$ cat src/rtl/ps2_mouse_stream_ctrl_pkg.sv
// Shared constants, state encoding and packet fields for the PS/2 mouse stream-mode controller.
package ps2_mouse_stream_ctrl_pkg;

   localparam logic [7:0] CMD_STREAM_ON  = 8'hF4;
   localparam logic [7:0] CMD_STREAM_OFF = 8'hF5;
   localparam logic [7:0] RSP_ACK        = 8'hFA;
   localparam logic [7:0] RSP_RESEND     = 8'hFE;

   localparam int unsigned TO_CYCLES_DEFAULT = 2_000_000;

   typedef enum logic [3:0] {
      ST_IDLE,
      ST_SEND,
      ST_WAIT_TX,
      ST_WAIT_ACK,
      ST_PK1,
      ST_PK2,
      ST_PK3,
      ST_PK4,
      ST_DONE
   } state_e;

   typedef struct packed {
      logic [2:0] btn;
      logic       xs;
      logic       ys;
      logic       xo;
      logic       yo;
      logic [7:0] xb;
      logic [7:0] yb;
      logic [3:0] zb;
   } pkt_t;

   // An overflowed axis contributes the largest delta of its sign instead of the raw byte.
   function automatic logic [8:0] eff_delta(input logic sgn, input logic [7:0] mag, input logic ovf);
      if (ovf) return sgn ? 9'h100 : 9'h0FF;
      return {sgn, mag};
   endfunction

endpackage

$ cat src/rtl/ps2_mouse_stream_ctrl_if.sv
// Byte-engine side of the controller: command transmit strobe/data and receive/transmit-done strobes.
interface ps2_mouse_stream_ctrl_if;

   logic       wr_ps2;
   logic [7:0] tx_data;
   logic [7:0] rx_data;
   logic       rx_done_tick;
   logic       tx_done_tick;

   modport master (
      output wr_ps2,
      output tx_data,
      input  rx_data,
      input  rx_done_tick,
      input  tx_done_tick
   );

   modport slave (
      input  wr_ps2,
      input  tx_data,
      output rx_data,
      output rx_done_tick,
      output tx_done_tick
   );

endinterface

$ cat src/rtl/ps2_mouse_stream_ctrl_sat_accum.sv
// Signed position accumulator: adds a 9-bit signed delta and saturates at the POS_W range limits.
module sat_accum #(
   parameter int unsigned POS_W = 12
) (
   input  logic                    clk,
   input  logic                    rst,
   input  logic                    clr_i,
   input  logic                    en_i,
   input  logic signed [8:0]       delta_i,
   output logic signed [POS_W-1:0] pos_o
);

   // Sum is one bit wider than the wider operand so it can never wrap before the clamp.
   localparam int unsigned SW = ((POS_W > 9) ? POS_W : 9) + 1;
   localparam logic signed [SW-1:0] PMAX = {{(SW-POS_W+1){1'b0}}, {(POS_W-1){1'b1}}};
   localparam logic signed [SW-1:0] PMIN = {{(SW-POS_W+1){1'b1}}, {(POS_W-1){1'b0}}};

   logic signed [POS_W-1:0] pos_q, pos_d;
   logic signed [SW-1:0]    sum;

   always_comb begin
      sum   = {{(SW-POS_W){pos_q[POS_W-1]}}, pos_q} + {{(SW-9){delta_i[8]}}, delta_i};
      pos_d = pos_q;
      if (clr_i) begin
         pos_d = '0;
      end else if (en_i) begin
         if (sum > PMAX)      pos_d = PMAX[POS_W-1:0];
         else if (sum < PMIN) pos_d = PMIN[POS_W-1:0];
         else                 pos_d = sum[POS_W-1:0];
      end
   end

   always_ff @(posedge clk or posedge rst) begin
      if (rst) pos_q <= '0;
      else     pos_q <= pos_d;
   end

   assign pos_o = pos_q;

endmodule

$ cat src/rtl/ps2_mouse_stream_ctrl.sv
// PS/2 mouse stream-mode controller: F4/F5 command handshake with retry, packet decode,
// resynchronisation and saturating X/Y position integration.
module ps2_mouse_stream_ctrl
   import ps2_mouse_stream_ctrl_pkg::*;
#(
   parameter int unsigned PKT_BYTES = 3,
   parameter int unsigned POS_W     = 12,
   parameter int unsigned TO_CYCLES = TO_CYCLES_DEFAULT,
   parameter int unsigned MAX_RETRY = 3
) (
   input  logic                    clk,
   input  logic                    rst,
   input  logic                    stream_enable,
   input  logic                    stream_disable,
   input  logic                    pos_clr,
   ps2_mouse_stream_ctrl_if.master ps2,
   output logic [8:0]              x_delta,
   output logic [8:0]              y_delta,
   output logic [3:0]              z_delta,
   output logic [2:0]              btn,
   output logic                    x_ovf,
   output logic                    y_ovf,
   output logic signed [POS_W-1:0] x_pos,
   output logic signed [POS_W-1:0] y_pos,
   output logic                    streaming,
   output logic                    package_done_tick,
   output logic                    disable_done_tick,
   output logic                    err_tick
);

   localparam int unsigned TW = (TO_CYCLES > 1) ? $clog2(TO_CYCLES) : 1;
   localparam int unsigned RW = (MAX_RETRY > 0) ? $clog2(MAX_RETRY + 1) : 1;
   localparam logic [TW-1:0] TO_LAST = TW'(TO_CYCLES - 1);

   state_e        state_q, state_d;
   logic [7:0]    cmd_q, cmd_d;
   logic [RW-1:0] retry_q, retry_d;
   logic [TW-1:0] timer_q, timer_d;
   logic          pend_q, pend_d;
   logic          streaming_q, streaming_d;
   pkt_t          pkt_q, pkt_d;
   pkt_t          out_q, out_d;
   logic          pkg_tick_q, pkg_tick_d;
   logic          dis_tick_q, dis_tick_d;
   logic          err_tick_q, err_tick_d;

   logic          timeout, retry_req, start_off, acc_en;
   logic [8:0]    x_eff, y_eff;

   assign timeout = (timer_q == TO_LAST);

   always_comb begin
      state_d     = state_q;
      cmd_d       = cmd_q;
      retry_d     = retry_q;
      timer_d     = timer_q;
      pend_d      = pend_q;
      streaming_d = streaming_q;
      pkt_d       = pkt_q;
      out_d       = out_q;
      pkg_tick_d  = 1'b0;
      dis_tick_d  = 1'b0;
      err_tick_d  = 1'b0;
      acc_en      = 1'b0;
      retry_req   = 1'b0;
      start_off   = 1'b0;
      ps2.wr_ps2  = 1'b0;
      ps2.tx_data = '0;

      unique case (state_q)
         ST_IDLE: begin
            if (stream_enable) begin
               state_d = ST_SEND;
               cmd_d   = CMD_STREAM_ON;
               retry_d = '0;
            end else if (stream_disable) begin
               start_off = 1'b1;
            end
         end
         ST_SEND: begin
            ps2.wr_ps2  = 1'b1;
            ps2.tx_data = cmd_q;
            state_d     = ST_WAIT_TX;
            timer_d     = '0;
         end
         ST_WAIT_TX: begin
            if (ps2.tx_done_tick) begin
               state_d = ST_WAIT_ACK;
               timer_d = '0;
            end else if (timeout) begin
               retry_req = 1'b1;
            end else begin
               timer_d = timer_q + 1'b1;
            end
         end
         ST_WAIT_ACK: begin
            // While disabling, leftover packet bytes are expected and must not restart the timer.
            if (ps2.rx_done_tick && ps2.rx_data == RSP_ACK) begin
               if (cmd_q == CMD_STREAM_ON) begin
                  streaming_d = 1'b1;
                  state_d     = ST_PK1;
                  timer_d     = '0;
               end else begin
                  dis_tick_d = 1'b1;
                  state_d    = ST_IDLE;
               end
            end else if (ps2.rx_done_tick &&
                         (ps2.rx_data == RSP_RESEND || cmd_q == CMD_STREAM_ON)) begin
               retry_req = 1'b1;
            end else if (timeout) begin
               retry_req = 1'b1;
            end else begin
               timer_d = timer_q + 1'b1;
            end
         end
         ST_PK1: begin
            if (stream_disable) begin
               start_off = 1'b1;
            end else if (ps2.rx_done_tick && ps2.rx_data[3]) begin
               pkt_d.btn = ps2.rx_data[2:0];
               pkt_d.xs  = ps2.rx_data[4];
               pkt_d.ys  = ps2.rx_data[5];
               pkt_d.xo  = ps2.rx_data[6];
               pkt_d.yo  = ps2.rx_data[7];
               state_d   = ST_PK2;
               timer_d   = '0;
            end
         end
         ST_PK2, ST_PK3, ST_PK4: begin
            if (stream_disable) pend_d = 1'b1;
            if (ps2.rx_done_tick) begin
               timer_d = '0;
               if (state_q == ST_PK2) begin
                  pkt_d.xb = ps2.rx_data;
                  state_d  = ST_PK3;
               end else if (state_q == ST_PK3) begin
                  pkt_d.yb = ps2.rx_data;
                  state_d  = (PKT_BYTES == 4) ? ST_PK4 : ST_DONE;
               end else begin
                  pkt_d.zb = ps2.rx_data[3:0];
                  state_d  = ST_DONE;
               end
            end else if (timeout) begin
               if (pend_d) start_off = 1'b1;
               else        state_d   = ST_PK1;
            end else begin
               timer_d = timer_q + 1'b1;
            end
         end
         ST_DONE: begin
            out_d      = pkt_q;
            pkg_tick_d = 1'b1;
            acc_en     = 1'b1;
            if (pend_q || stream_disable) start_off = 1'b1;
            else                          state_d   = ST_PK1;
         end
         default: state_d = ST_IDLE;
      endcase

      if (retry_req) begin
         if (retry_q < RW'(MAX_RETRY)) begin
            retry_d = retry_q + 1'b1;
            state_d = ST_SEND;
         end else begin
            err_tick_d  = 1'b1;
            streaming_d = 1'b0;
            state_d     = ST_IDLE;
         end
      end

      // Every fresh F5 request starts with a full retry budget.
      if (start_off) begin
         state_d     = ST_SEND;
         cmd_d       = CMD_STREAM_OFF;
         retry_d     = '0;
         streaming_d = 1'b0;
         pend_d      = 1'b0;
      end
   end

   always_ff @(posedge clk or posedge rst) begin
      if (rst) begin
         state_q     <= ST_IDLE;
         cmd_q       <= '0;
         retry_q     <= '0;
         timer_q     <= '0;
         pend_q      <= 1'b0;
         streaming_q <= 1'b0;
         pkt_q       <= '0;
         out_q       <= '0;
         pkg_tick_q  <= 1'b0;
         dis_tick_q  <= 1'b0;
         err_tick_q  <= 1'b0;
      end else begin
         state_q     <= state_d;
         cmd_q       <= cmd_d;
         retry_q     <= retry_d;
         timer_q     <= timer_d;
         pend_q      <= pend_d;
         streaming_q <= streaming_d;
         pkt_q       <= pkt_d;
         out_q       <= out_d;
         pkg_tick_q  <= pkg_tick_d;
         dis_tick_q  <= dis_tick_d;
         err_tick_q  <= err_tick_d;
      end
   end

   assign x_eff = eff_delta(pkt_q.xs, pkt_q.xb, pkt_q.xo);
   assign y_eff = eff_delta(pkt_q.ys, pkt_q.yb, pkt_q.yo);

   sat_accum #(.POS_W(POS_W)) u_x_accum (
      .clk     (clk),
      .rst     (rst),
      .clr_i   (pos_clr),
      .en_i    (acc_en),
      .delta_i (x_eff),
      .pos_o   (x_pos)
   );

   sat_accum #(.POS_W(POS_W)) u_y_accum (
      .clk     (clk),
      .rst     (rst),
      .clr_i   (pos_clr),
      .en_i    (acc_en),
      .delta_i (y_eff),
      .pos_o   (y_pos)
   );

   assign x_delta           = {out_q.xs, out_q.xb};
   assign y_delta           = {out_q.ys, out_q.yb};
   assign z_delta           = (PKT_BYTES == 4) ? out_q.zb : '0;
   assign btn               = out_q.btn;
   assign x_ovf             = out_q.xo;
   assign y_ovf             = out_q.yo;
   assign streaming         = streaming_q;
   assign package_done_tick = pkg_tick_q;
   assign disable_done_tick = dis_tick_q;
   assign err_tick          = err_tick_q;

endmodule

$ cat src/flat_wrapper.sv
// flat-port wrapper written by rule: the top's interface ports become plain ports
module ps2_mouse_stream_ctrl_flat import ps2_mouse_stream_ctrl_pkg::*;
#(
   parameter int unsigned PKT_BYTES = 3,
   parameter int unsigned POS_W     = 12,
   parameter int unsigned TO_CYCLES = TO_CYCLES_DEFAULT,
   parameter int unsigned MAX_RETRY = 3
)
  (clk, rst, stream_enable, stream_disable, pos_clr, x_delta, y_delta, z_delta, btn, x_ovf, y_ovf, x_pos, y_pos, streaming, package_done_tick, disable_done_tick, err_tick, ps2_wr_ps2, ps2_tx_data, ps2_rx_data, ps2_rx_done_tick, ps2_tx_done_tick);
  ps2_mouse_stream_ctrl_if ps2_i ();
  input  logic clk;
  input  logic rst;
  input  logic stream_enable;
  input  logic stream_disable;
  input  logic pos_clr;
  output logic [8:0] x_delta;
  output logic [8:0] y_delta;
  output logic [3:0] z_delta;
  output logic [2:0] btn;
  output logic x_ovf;
  output logic y_ovf;
  output logic signed [POS_W-1:0] x_pos;
  output logic signed [POS_W-1:0] y_pos;
  output logic streaming;
  output logic package_done_tick;
  output logic disable_done_tick;
  output logic err_tick;
  output wire logic [$bits(ps2_i.wr_ps2)-1:0] ps2_wr_ps2;
  output wire logic [$bits(ps2_i.tx_data)-1:0] ps2_tx_data;
  input wire logic [$bits(ps2_i.rx_data)-1:0] ps2_rx_data;
  input wire logic [$bits(ps2_i.rx_done_tick)-1:0] ps2_rx_done_tick;
  input wire logic [$bits(ps2_i.tx_done_tick)-1:0] ps2_tx_done_tick;
  assign ps2_wr_ps2 = ps2_i.wr_ps2;
  assign ps2_tx_data = ps2_i.tx_data;
  assign ps2_i.rx_data = ps2_rx_data;
  assign ps2_i.rx_done_tick = ps2_rx_done_tick;
  assign ps2_i.tx_done_tick = ps2_tx_done_tick;
  ps2_mouse_stream_ctrl #(.PKT_BYTES(PKT_BYTES), .POS_W(POS_W), .TO_CYCLES(TO_CYCLES), .MAX_RETRY(MAX_RETRY)) u_core (.clk(clk), .rst(rst), .stream_enable(stream_enable), .stream_disable(stream_disable), .pos_clr(pos_clr), .ps2(ps2_i), .x_delta(x_delta), .y_delta(y_delta), .z_delta(z_delta), .btn(btn), .x_ovf(x_ovf), .y_ovf(y_ovf), .x_pos(x_pos), .y_pos(y_pos), .streaming(streaming), .package_done_tick(package_done_tick), .disable_done_tick(disable_done_tick), .err_tick(err_tick));
endmodule
$ cat config.mk
export PLATFORM = sky130hd
export DESIGN_NAME = ps2_mouse_stream_ctrl_flat
export DESIGN_NICKNAME = d
export VERILOG_FILES = /design/src/rtl/ps2_mouse_stream_ctrl_pkg.sv /design/src/rtl/ps2_mouse_stream_ctrl_if.sv /design/src/rtl/ps2_mouse_stream_ctrl_sat_accum.sv /design/src/rtl/ps2_mouse_stream_ctrl.sv /design/src/flat_wrapper.sv
export SDC_FILE = /design/constraint.sdc
export NUM_CORES = 1
export LEC_CHECK = 0
export BUFFER_PORTS_ARGS = -buffer_cell sky130_fd_sc_hd__clkbuf_2
export CAP_MARGIN = 25
export CORE_ASPECT_RATIO = 0.6
export CORE_MARGIN = 3
export CORE_UTILIZATION = 60
export CTS_CLUSTER_DIAMETER = 150
export DETAILED_ROUTE_END_ITERATION = 7
export PLACE_DENSITY = 0.89
export SLEW_MARGIN = 40
export SYNTH_ARGS = -nofsm -noshare
export SYNTH_HDL_FRONTEND = slang
export SYNTH_SLANG_ARGS = --single-unit
$ cat constraint.sdc
create_clock -name clk -period 5.6 [get_ports clk]
set_clock_uncertainty 0.1 [all_clocks]
set_input_delay 0.28 -clock clk [delete_from_list [all_inputs] [get_ports clk]]
set_output_delay 0.28 -clock clk [all_outputs]
set_load 0.005 [all_outputs]
; Yosys cells after proc, flatten, opt, wreduce, memory -nomap -nowiden
; Index checks and enable logic that the tools add are counted.
[word_totals]
out_inout_bits = 64
elab_cells = 156
ff_bits = 110
input_bits = 15
[classes]
muxes = 78
reduce_logical = 18
bitwise_logic = 2
eq_ne = 24
n_lt_le_gt_ge = 5
n_addsub = 4
[ops]
columns = operator, count
row1 = 21-bit two-way mux, 8
row2 = 21-bit case mux with 5 select lines, 1
row3 = 12-bit two-way mux, 8
row4 = 9-bit two-way mux, 6
row5 = 4-bit two-way mux, 12
row6 = 8-bit two-way mux, 4
row7 = 1-bit two-way mux, 30
row8 = 4-bit case mux with 7 select lines, 1
row9 = 12-bit by 9-bit adder with 13-bit output, 2
row10 = 13-bit by 12-bit > comparator with 1-bit output (second input constant), 2
row11 = 13-bit by 12-bit less-than comparator with 1-bit output (second input constant), 2
row12 = 8-bit == test (second input constant), 3
row13 = 21-bit by 1-bit adder with 21-bit output (second input constant), 1
row14 = 21-bit == test (second input constant), 1
row15 = 4-bit by 3-bit == test with 1-bit output (second input constant), 4
row16 = 4-bit by 2-bit inequality test with 1-bit output (second input constant), 4
row17 = 2-bit two-way mux, 5
row18 = 4-bit by 2-bit == test with 1-bit output (second input constant), 2
row19 = 4-bit by 1-bit inequality test with 1-bit output (second input constant), 2
row20 = 8-bit AND reduction, 1
row21 = 2-bit nonzero test, 4
row22 = 3-bit AND reduction, 2
row23 = 5-bit by 2-bit inequality test with 1-bit output (second input constant), 1
row24 = 5-bit by 3-bit inequality test with 1-bit output (second input constant), 1
row25 = other kinds (20), 24

; Depth between registers and ports, before layout
; Gate-level depths: netlist (run 1).
[logic_depth]
ltp_word = 9
ltp_mapped = 12
ltp_nobuf = 11

; Modules after synthesis
; A second synthesis (run 1) with hierarchy kept.
[unflattened]
cells_unflattened = 661
hier_area_um2 = 6372.4
[by_module_without_submodules]
columns = module, area_per_inst_um2, seq_area_each_um2, instances, cells_each
row1 = ps2_mouse_stream_ctrl, 4005.1, 2001.9, 1, 393
row2 = sat_accum, 1183.6, 300.3, 2, 134

; Least setup slack after synthesis (run 1)
; Ideal clock, no wire load.
[synth_timing]
path_type = reg2reg
from = register u_core.pkt_q[21] in the netlist's numbering
to = register u_core.u_x_accum.pos_q[3] (netlist: u_core.u_x_accum.pos_o[3])
setup_ns = 0.159
slack_ns = 2.769
required_time_ns = 5.341
arrival_time_ns = 2.572
path_stages_with_launch = 12
path_buffers = 2
cell_sequence = dfrtp_1 > clkbuf_1 > nand2_1 > o21a_1 > ha_1 > o211a_1 > a211oi_1 > o211a_1 > or2_2 > o211ai_1 > clkbuf_1 > o211ai_1
[synth_between]
elab_chain_cells = 8
elab_cells_between_ends = 9
[synth_lines]
columns = element, line_no
row1 = "start, declared", ps2_mouse_stream_ctrl.sv:41  ; pkt_t pkt_q, pkt_d;
row2 = "start signal, assigned", ps2_mouse_stream_ctrl.sv:201  ; pkt_q <= pkt_d;
row3 = 1-bit two-way mux (*), ps2_mouse_stream_ctrl_pkg.sv:36  ; if (ovf) return sgn ? 9'h100 : 9'h0FF;
row4 = 9-bit two-way mux (*), ps2_mouse_stream_ctrl_pkg.sv:37  ; return {sgn, mag};
row5 = 12-bit by 9-bit adder with 13-bit output (*), ps2_mouse_stream_ctrl_sat_accum.sv:22  ; sum = {{(SW-POS_W){pos_q[POS_W-1]}}, pos_q} + {{(SW-9){delta_i[8]}}, delta_i};
row6 = 13-bit by 12-bit less-than comparator with 1-bit output, ps2_mouse_stream_ctrl_sat_accum.sv:28  ; else if (sum < PMIN) pos_d = PMIN[POS_W-1:0];
row7 = 12-bit two-way mux, ps2_mouse_stream_ctrl_sat_accum.sv:28
row8 = 12-bit two-way mux (*), ps2_mouse_stream_ctrl_sat_accum.sv:27  ; if (sum > PMAX) pos_d = PMAX[POS_W-1:0];
row9 = 12-bit two-way mux (*), ps2_mouse_stream_ctrl_sat_accum.sv:26  ; end else if (en_i) begin
row10 = 12-bit two-way mux (*), ps2_mouse_stream_ctrl_sat_accum.sv:24  ; if (clr_i) begin
row11 = "end signal, assigned", ps2_mouse_stream_ctrl_sat_accum.sv:35  ; else pos_q <= pos_d;
row12 = "end, declared", ps2_mouse_stream_ctrl_sat_accum.sv:18  ; logic signed [POS_W-1:0] pos_q, pos_d;
; Mark *: on every way between the ends. The rest lies on a longest branch, timed or not. The select of a mux whose other input is x is not followed.
; A chain may end at the register's enable or synchronous reset.

; Final worst setup path (run 1)
[layout_timing]
from = register u_core.pkt_q[22] in the netlist's numbering
to = register u_core.u_y_accum.pos_q[2] (netlist: u_core.u_y_accum.pos_o[2])
[layout_between]
elab_chain_cells = 9
elab_cells_between_ends = 10
[layout_lines]
columns = element, line_no
row1 = 9-bit two-way mux (2 in a row), ps2_mouse_stream_ctrl_pkg.sv:36
row2 = 9-bit two-way mux (*), ps2_mouse_stream_ctrl_pkg.sv:37
row3 = 12-bit by 9-bit adder with 13-bit output (*), ps2_mouse_stream_ctrl_sat_accum.sv:22
row4 = 13-bit by 12-bit less-than comparator with 1-bit output, ps2_mouse_stream_ctrl_sat_accum.sv:28
row5 = 12-bit two-way mux, ps2_mouse_stream_ctrl_sat_accum.sv:28
row6 = 12-bit two-way mux (*), ps2_mouse_stream_ctrl_sat_accum.sv:27
row7 = 12-bit two-way mux (*), ps2_mouse_stream_ctrl_sat_accum.sv:26
row8 = 12-bit two-way mux (*), ps2_mouse_stream_ctrl_sat_accum.sv:24
row9 = "end signal, assigned", ps2_mouse_stream_ctrl_sat_accum.sv:35
row10 = "end, declared", ps2_mouse_stream_ctrl_sat_accum.sv:18
; Marks and branches as above.

==> results of run 1 <==
==> power by group through the flow <==
stage | sequential, uW | combinational, uW | clock, uW
floorplan | 1040 | 881 | 0
global placement | 1100 | 1120 | 0
detailed placement | 1120 | 1160 | 0
CTS | 1110 | 1170 | 599
global route | 1130 | 1320 | 640
finish | 1110 | 1190 | 597
==> cells in the final DEF (no fill, tap or decap), drive strengths merged, types with 3 or more instances in the layout <==
| cell | netlist | routed |
|---|---|---|
| or2 | 4 | 4 |
| nand4 | 7 | 7 |
| conb | 1 | 6 |
| o41ai | 4 | 4 |
| nor3 | 11 | 11 |
| o211ai | 18 | 18 |
| a21oi | 29 | 29 |
| o21ai | 52 | 52 |
| inv | 33 | 33 |
| ha | 28 | 28 |
| a31oi | 4 | 4 |
| o31ai | 7 | 7 |
| o311ai | 11 | 11 |
| a211oi | 5 | 5 |
| nand4b | 4 | 4 |
| nand2b | 15 | 15 |
| a21o | 8 | 8 |
| xor2 | 16 | 16 |
| nor2b | 9 | 9 |
| clkbuf | 21 | 82 |
| mux2i | 7 | 7 |
| nor4 | 6 | 6 |
| o21a | 7 | 7 |
| nand3b | 3 | 3 |
| mux2 | 34 | 34 |
| or3 | 5 | 5 |
| xnor2 | 8 | 8 |
| nand2 | 61 | 61 |
| nor2 | 43 | 43 |
| and2 | 5 | 5 |
| nand3 | 12 | 12 |
| clkinv | 0 | 3 |
| dfrtp | 104 | 104 |
| buf | 13 | 6 |
| and3 | 8 | 8 |
==> critical path, delay by kind of cell, from the launching register on <==
family | cells | cell delay, ns
mux | 1 | 0.37
buf+inv | 1 | 0.07
flops | 1 | 0.47
fa+ha+maj | 2 | 0.65
simple gates | 2 | 0.49
compound gates | 5 | 1.33
==> final cells by class <==
class                      instances  area (sq um)
clock buffer                      10           239
clock inverter                     5          33.8
fill                             706          2710
inverter                          33           126
multi-input combinational        472          3240
sequential                       104          2600
tap                              130           163
timing repair buffer              79           417
==> cells by family after synthesis <==
family          after synthesis  share of synthesized area
xor+xnor                     24                     0.0344
flops                       104                      0.426
mux                          41                     0.0741
simple gates                203                      0.171
other cells                   1                   0.000614
buf+inv                      67                     0.0489
compound gates              168                      0.182
fa+ha+maj                    30                     0.0639
==> routing by layer <==
layer  vias up  part of all wire  GRT usage
li1       2428                 -          -
met1      2613              0.46      0.440
met2       319              0.43      0.408
met3        30              0.10     0.0629
met4         0             0.013     0.0650
met5         -                 0          0
==> stage by stage <==
step	power [uW]	area (sq um)	hold WS, ns	std cells	utilization
floorplan	1920	6130	0.243	643	-
global placement	2230	6530	0.251	816	0.685
detailed placement	2270	6530	0.258	816	0.685
CTS	2880	6810	0.0704	832	0.715
global route	3100	6820	0.0778	833	0.716
finish	2910	6820	0.0717	833	0.716
==> cell usage after synthesis (5+ instances only) <==
| cell | instances |
|---|---|
| a211oi_1 | 5 |
| o211ai_1 | 18 |
| o21a_1 | 7 |
| nand3_1 | 12 |
| mux2i_1 | 7 |
| buf_4 | 10 |
| nor3_1 | 11 |
| o311ai_0 | 11 |
| inv_1 | 33 |
| xor2_1 | 16 |
| o31ai_1 | 6 |
| clkbuf_1 | 21 |
| nor2_1 | 43 |
| and3_1 | 8 |
| nor4_1 | 5 |
| nor2b_1 | 9 |
| xnor2_1 | 8 |
| nand2_1 | 61 |
| dfrtp_1 | 104 |
| ha_1 | 28 |
| a21o_1 | 8 |
| nand4_1 | 7 |
| o21ai_0 | 52 |
| nand2b_1 | 15 |
| mux2_2 | 34 |
| a21oi_1 | 29 |
==> sequential cells by signal, summed over array words and instances, names as in the netlist, 3 cells and up <==
signal	count
u_core.timer_q	21
u_core.pkt_q	23
u_core.u_y_accum.pos_o	12
u_core.y_delta	9
u_core.state_q	4
u_core.btn	3
u_core.x_delta	9
u_core.u_x_accum.pos_o	12
==> how the worst min path moves through the flow <==
stage | start | end | slack (ns) | cells past startpoint
finish | pos_clr | u_core.u_y_accum.pos_o[11] | 0.07 | 2
global route | pos_clr | u_core.u_y_accum.pos_o[11] | 0.08 | 2
CTS | pos_clr | u_core.u_y_accum.pos_o[11] | 0.07 | 2
detailed placement | rst | u_core.y_delta[4] | 0.26 | 2
global placement | rst | u_core.y_delta[6] | 0.25 | 2
floorplan | pos_clr | u_core.u_x_accum.pos_o[11] | 0.24 | 1
==> results.md, run 1 <==
* Worst-Skew Late Latency at between 0.3 and 0.4 ns
* Diode count at 0
* Fin nets at 744
* Vias in the first global route at between 5,000 and 6,000
* Crit share post-route at 0.642
* Status: finished, final reports clean
* Boundary Pins at 79
* Pre-CTS WS at approximately 2.1 ns
* Power Dens Cells at around 430 mW/mm^2
* Peak VDD IR at between 0.3 and 0.4 mV
* DR WL/cell at between 15 and 20 um
* CTS tree: yes
* Syn-to-layout area delta at 11.6%
* Hold Buf Count CTS at 1
* Ys flop type: dfrtp_1
* CTS Sinks at ~100
* Switch Pwr at between 1000 and 1500 uW
* Synth area leaders: dfrtp_1 43%, mux2_2 6.3%, ha_1 5.7%, o21ai_0 4.3%, nand2_1 3.7%
* Setup TNS at 0 ns
* Initial antenna violation count at 0
* # setup viols final at 0
* Flop2flop setup slack at ~2.0 ns
* Layout cells sized above 1 at 0.198
* Total GRT Usage at 0.284
* Hold Vio Cnt, Final at 0
* Critical path's slowest cell: dfrtp_1
* Data arrival time at the worst-slack endpoint at 3.71 ns
* Root buf cell: clkbuf_16
* Die area at between 0.01 and 0.015 sq mm
* Fmax achieved at about 0.28 GHz
* Total core area at 0.00953 sq mm
* Ys Warns at 0
* DP Wirelength at approximately 11,000 um
* RR Endpoint: u_core.u_y_accum.pos_o[2]
* Worst setup startpoint: u_core.pkt_q[22]
* Tmin final at about 3.6 ns
* Row count at 27
* Worst-path cell chain: nand2b_1, o21ai_0, ha_1, inv_1, fa_1, nand2b_1, a21oi_1, o21ai_0, a2111oi_0, mux2i_1, o311ai_0
* Starting Density at 0.642
* Max Slew Vio Count at 0
* Post-DRT Antenna Nets at 0
* DRT Pass-1 Iters at 5
* Global placement routability congestion at roughly 0.96
* Worst Setup Slack, final at about 2 ns
* Total grt overflow at 0
* Leak at 0.00322 uW
* CP Capture Type: flip-flop
* H-tree depth at 3
* Number of CTS-inserted buffers at 9
* Cell Area, Synth at around 0.0061 sq mm
* Vias/cell at 6.47
* Combinational share of power at 0.411
* P_int at around 1700 uW
* Number of synthesized flops with an enable pin at 0
* Largest net degree at the start of global routing at 62
* Worst path max stage delay at 0.47 ns
* Worst slew pin tran at about 0.86 ns
* Clk pin slew, worst setup/hold paths at approximately 0.07 ns
* CTS resizes at 0
* Cells on worst reg2reg path at 11
* Worst Path Required at 5.71 ns
* Power share of the sequential group at 0.384
* Die Wd at ~140 um
* Synth top area share at 0.426
* WL final at around 16,000 um
* Cell variety after synth at 63
* Number of port buffers at 72
* Reg2Reg Launch Point: u_core.pkt_q[22]
* Global-route wire length before repair at between 20,000 and 30,000 um
* Crit Path Class: reg -> reg
* DRC viols at 0
* Sw frac at 0.401
* Post-CTS Setup Bufs at 0
* Max_slew headroom at 0.425
* Synthesized area per cell at between 9 and 10 sq um
* Vias at about 5,400
* Max-cap check violation count at 0
* RSZ-0062 raised after global routing: false
* Last element of the critical path: u_core.u_y_accum.pos_o[2]
* Worst Setup Start Kind: flip-flop
* Critical-path maximum fanout at 11
* Clock Path Buffers at 2
* Synthesis-stage register bit count at about 100
* Mapped Cells at roughly 640
* Starting DRT DRC Count at roughly 570
* HP Class: in -> reg
* Die Height at roughly 84 um
* Register area share after synthesis at 0.426
* Clock group share of total power at 0.206
* Ys async rst share at 1.00
* Largest area contributor in the netlist: dfrtp_1
(Power assumes the default switching activity.)
==> inputs of run 2 (changes only) <==
- CORE_UTILIZATION: 60 -> 53
- PLACE_DENSITY: 0.89 -> 0.84
- clock period: 5.6 -> 3.3 ns (I/O delays scaled with it)
==> run 2 against run 1 <==
  * Final area up 3.0%
  * Sequential power increased by 70%
  * Sequential share of layout area down 1.1 points
  * Critical endpoint is now u_core.u_y_accum.pos_o[6]
  * Flip-flop and latch count did not move
  * Final cell count up 2.8%
==> results.md, run 2 (synthesis results as in run 1) <==
* Worst Path Required at 3.40 ns (-2.31 ns)
* RR Endpoint: u_core.u_y_accum.pos_o[6]
* Final-layout fill cell count at 866 (+23%)
* Vias in the first global route at 5,100 (+1.8%)
* Status: finished, final reports clean
* DR WL/cell at 19.3 um (+1.2%)
* Setup TNS at 0 ns (unchanged)
* Hold Vio Cnt, Final at 0 (unchanged)
* Cells on worst reg2reg path at 11 (unchanged)
* Hold Crit Depth at 3 (+1)
* Largest Register: u_core.pkt_q
* Worst-Skew Late Latency at 0.35 ns (about the same)
* Diode count at 0 (unchanged)
* Crit Path Class: reg -> reg
* Worst Setup Start Kind: flip-flop
* Die Height at 89.2 um (+5.9%)
* Die Wd at 145 um (+6.1%)
* Root buf cell: clkbuf_16
* Tmin final at 3.22 ns (-0.380 ns)
* Global placement routability congestion at 0.904 (-6.3%)
* Power Dens Cells at 720 mW/mm^2 (+69%)
* Global-route wire length before repair at 26,400 um (+1.2%)
* Clk pin slew, worst setup/hold paths at 0.07 ns (about the same)
* Area after detailed placement at 0.00659 sq mm (+1.0%)
* Fin nets at 757 (+1.7%)
* CTS tree: yes
* DP Wirelength at 11,800 um (+3.1%)
* Most frequent cells in the layout: 102 x dfrtp_1, 72 x clkbuf_2, 61 x nand2_1
* Boundary Pins at 79 (unchanged)
* Data arrival time at the worst-slack endpoint at 3.32 ns (-0.39 ns)
* Total GRT Usage at 0.259 (-0.0247)
* Worst Hold End: u_core.pkt_q[10]
* Number of CTS-inserted buffers at 9 (unchanged)
* Worst setup startpoint: u_core.pkt_q[22]
* Commonest non-fill, non-tap cell in the layout: dfrtp_1
* Layout cells sized above 1 at 0.230 (+0.0324)
* WL final at 16,600 um (+4.0%)
* Number of port buffers at 72 (unchanged)
* Max Slew Vio Count at 0 (unchanged)
* Max reg flops at 23 (unchanged)
* Vias at 5,463 (+1.4%)
* H-tree depth at 3 (unchanged)
* Reg2Reg Launch Point: u_core.pkt_q[22]
* Hold path start: ps2_rx_data[6]
* HP Class: in -> reg
* Largest net degree at the start of global routing at 81 (+31%)
* Total core area at 0.0109 sq mm (+14%)
* Max_slew headroom at 0.523 (+0.0979)
* Initial antenna violation count at 0 (unchanged)
* # setup viols final at 0 (unchanged)
* Final core occ at 0.646 (-0.0703)
* Max-cap check violation count at 0 (unchanged)
* Leak at 0.00329 uW (+2.3%)
* Starting Density at 0.561 (-0.0801)
* Design Area, Final at 0.00703 sq mm (+3.0%)
* CP Capture Type: flip-flop
* Crit share post-route at 0.974 (+0.332)
* Vias/cell at 6.38 (-1.4%)
* DRC viols at 0 (unchanged)
* Peak VDD IR at 0.400 mV (+6.4%)
* Critical-path maximum fanout at 8 (-3)
* Starting DRT DRC Count at 646 (+14%)
* Syn-to-layout area delta at 15.0%
* CTS Sinks at 104 (unchanged)
* Clock Path Buffers at 2 (unchanged)
* Flop2flop setup slack at 0.08 ns (-1.92 ns)
* Total grt overflow at 0 (unchanged)
* Row count at 29 (+7.4%)
* Largest regs: u_core.pkt_q: 23 flops, u_core.timer_q: 21 flops
* Worst slew pin tran at 0.716 ns (-0.143 ns)
* Fmax achieved at 0.311 GHz (+12%)
* DRT Pass-1 Iters at 5 (unchanged)
* Die area at 0.0129 sq mm (+12%)
* Post-DRT Antenna Nets at 0 (unchanged)
## run 2: cell type report
| cell class | instances | area, sq um | share of cell area |
|---|---|---|---|
| clock inverters | 4 | 28.8 | 0.00410 |
| multi-input cells | 473 | 3330 | 0.474 |
| well taps | 139 | 174 | 0.0248 |
| clock buffers | 12 | 256 | 0.0365 |
| repair buffers | 91 | 505 | 0.0719 |
| inverters | 33 | 129 | 0.0183 |
| flip-flops and latches | 104 | 2610 | 0.371 |
## run 2: per-stage QoR
step / setup WS (ns) / hold slack, ns / std cells / power, uW
after floorplan: 0.303 / 0.128 / 643 / 3250
after global placement: 0.0125 / 0.303 / 832 / 3810
after detailed placement: -0.0755 / 0.241 / 832 / 3900
after CTS: 0.0561 / 0.0116 / 853 / 4970
after global routing: -0.0752 / 0.0578 / 856 / 5370
final: 0.0847 / 0.0210 / 856 / 5060
## run 2: routing by layer
layer	part of all wire	track usage	up-vias
met2	0.42	0.366	333
met1	0.46	0.402	2623
met5	0	0	-
met4	0.020	0.0711	0
met3	0.10	0.0567	39
li1	-	-	2468
## run 2: report_power, final
group          internal [uW]  switching, uW
clock                    554            493
sequential              1580            312
combinational            887           1230
## run 2: critical path: stages, from the launching register on
cell and delay (ns):
dfrtp_2 0.46, nand2b_2 0.21, o21ai_0 0.18, ha_1 0.38
a211oi_2 0.09, o211ai_1 0.35, a41oi_2 0.20, buf_4 0.19
o21a_1 0.21, o41ai_4 0.34, buf_2 0.24, o311ai_1 0.12
## run 2: worst max-delay path by stage
stage | end | slack (ns) | depth (start not counted)
floorplan | u_core.btn[0] | 0.30 | 1
global placement | u_core.u_y_accum.pos_o[5] | 0.01 | 9
detailed placement | u_core.u_y_accum.pos_o[6] | -0.08 | 9
CTS | u_core.u_y_accum.pos_o[6] | 0.06 | 12
global route | u_core.u_y_accum.pos_o[5] | -0.08 | 11
finish | u_core.u_y_accum.pos_o[6] | 0.08 | 11
## run 2: repair_timing
action	CTS	global route
hold buffers	2	0
setup buffers	2	2
pin swaps	1	3
cloned	1	1
endpoints found under the setup margin	22	11
hold endpoints to repair	80	0
resized for setup	5	20
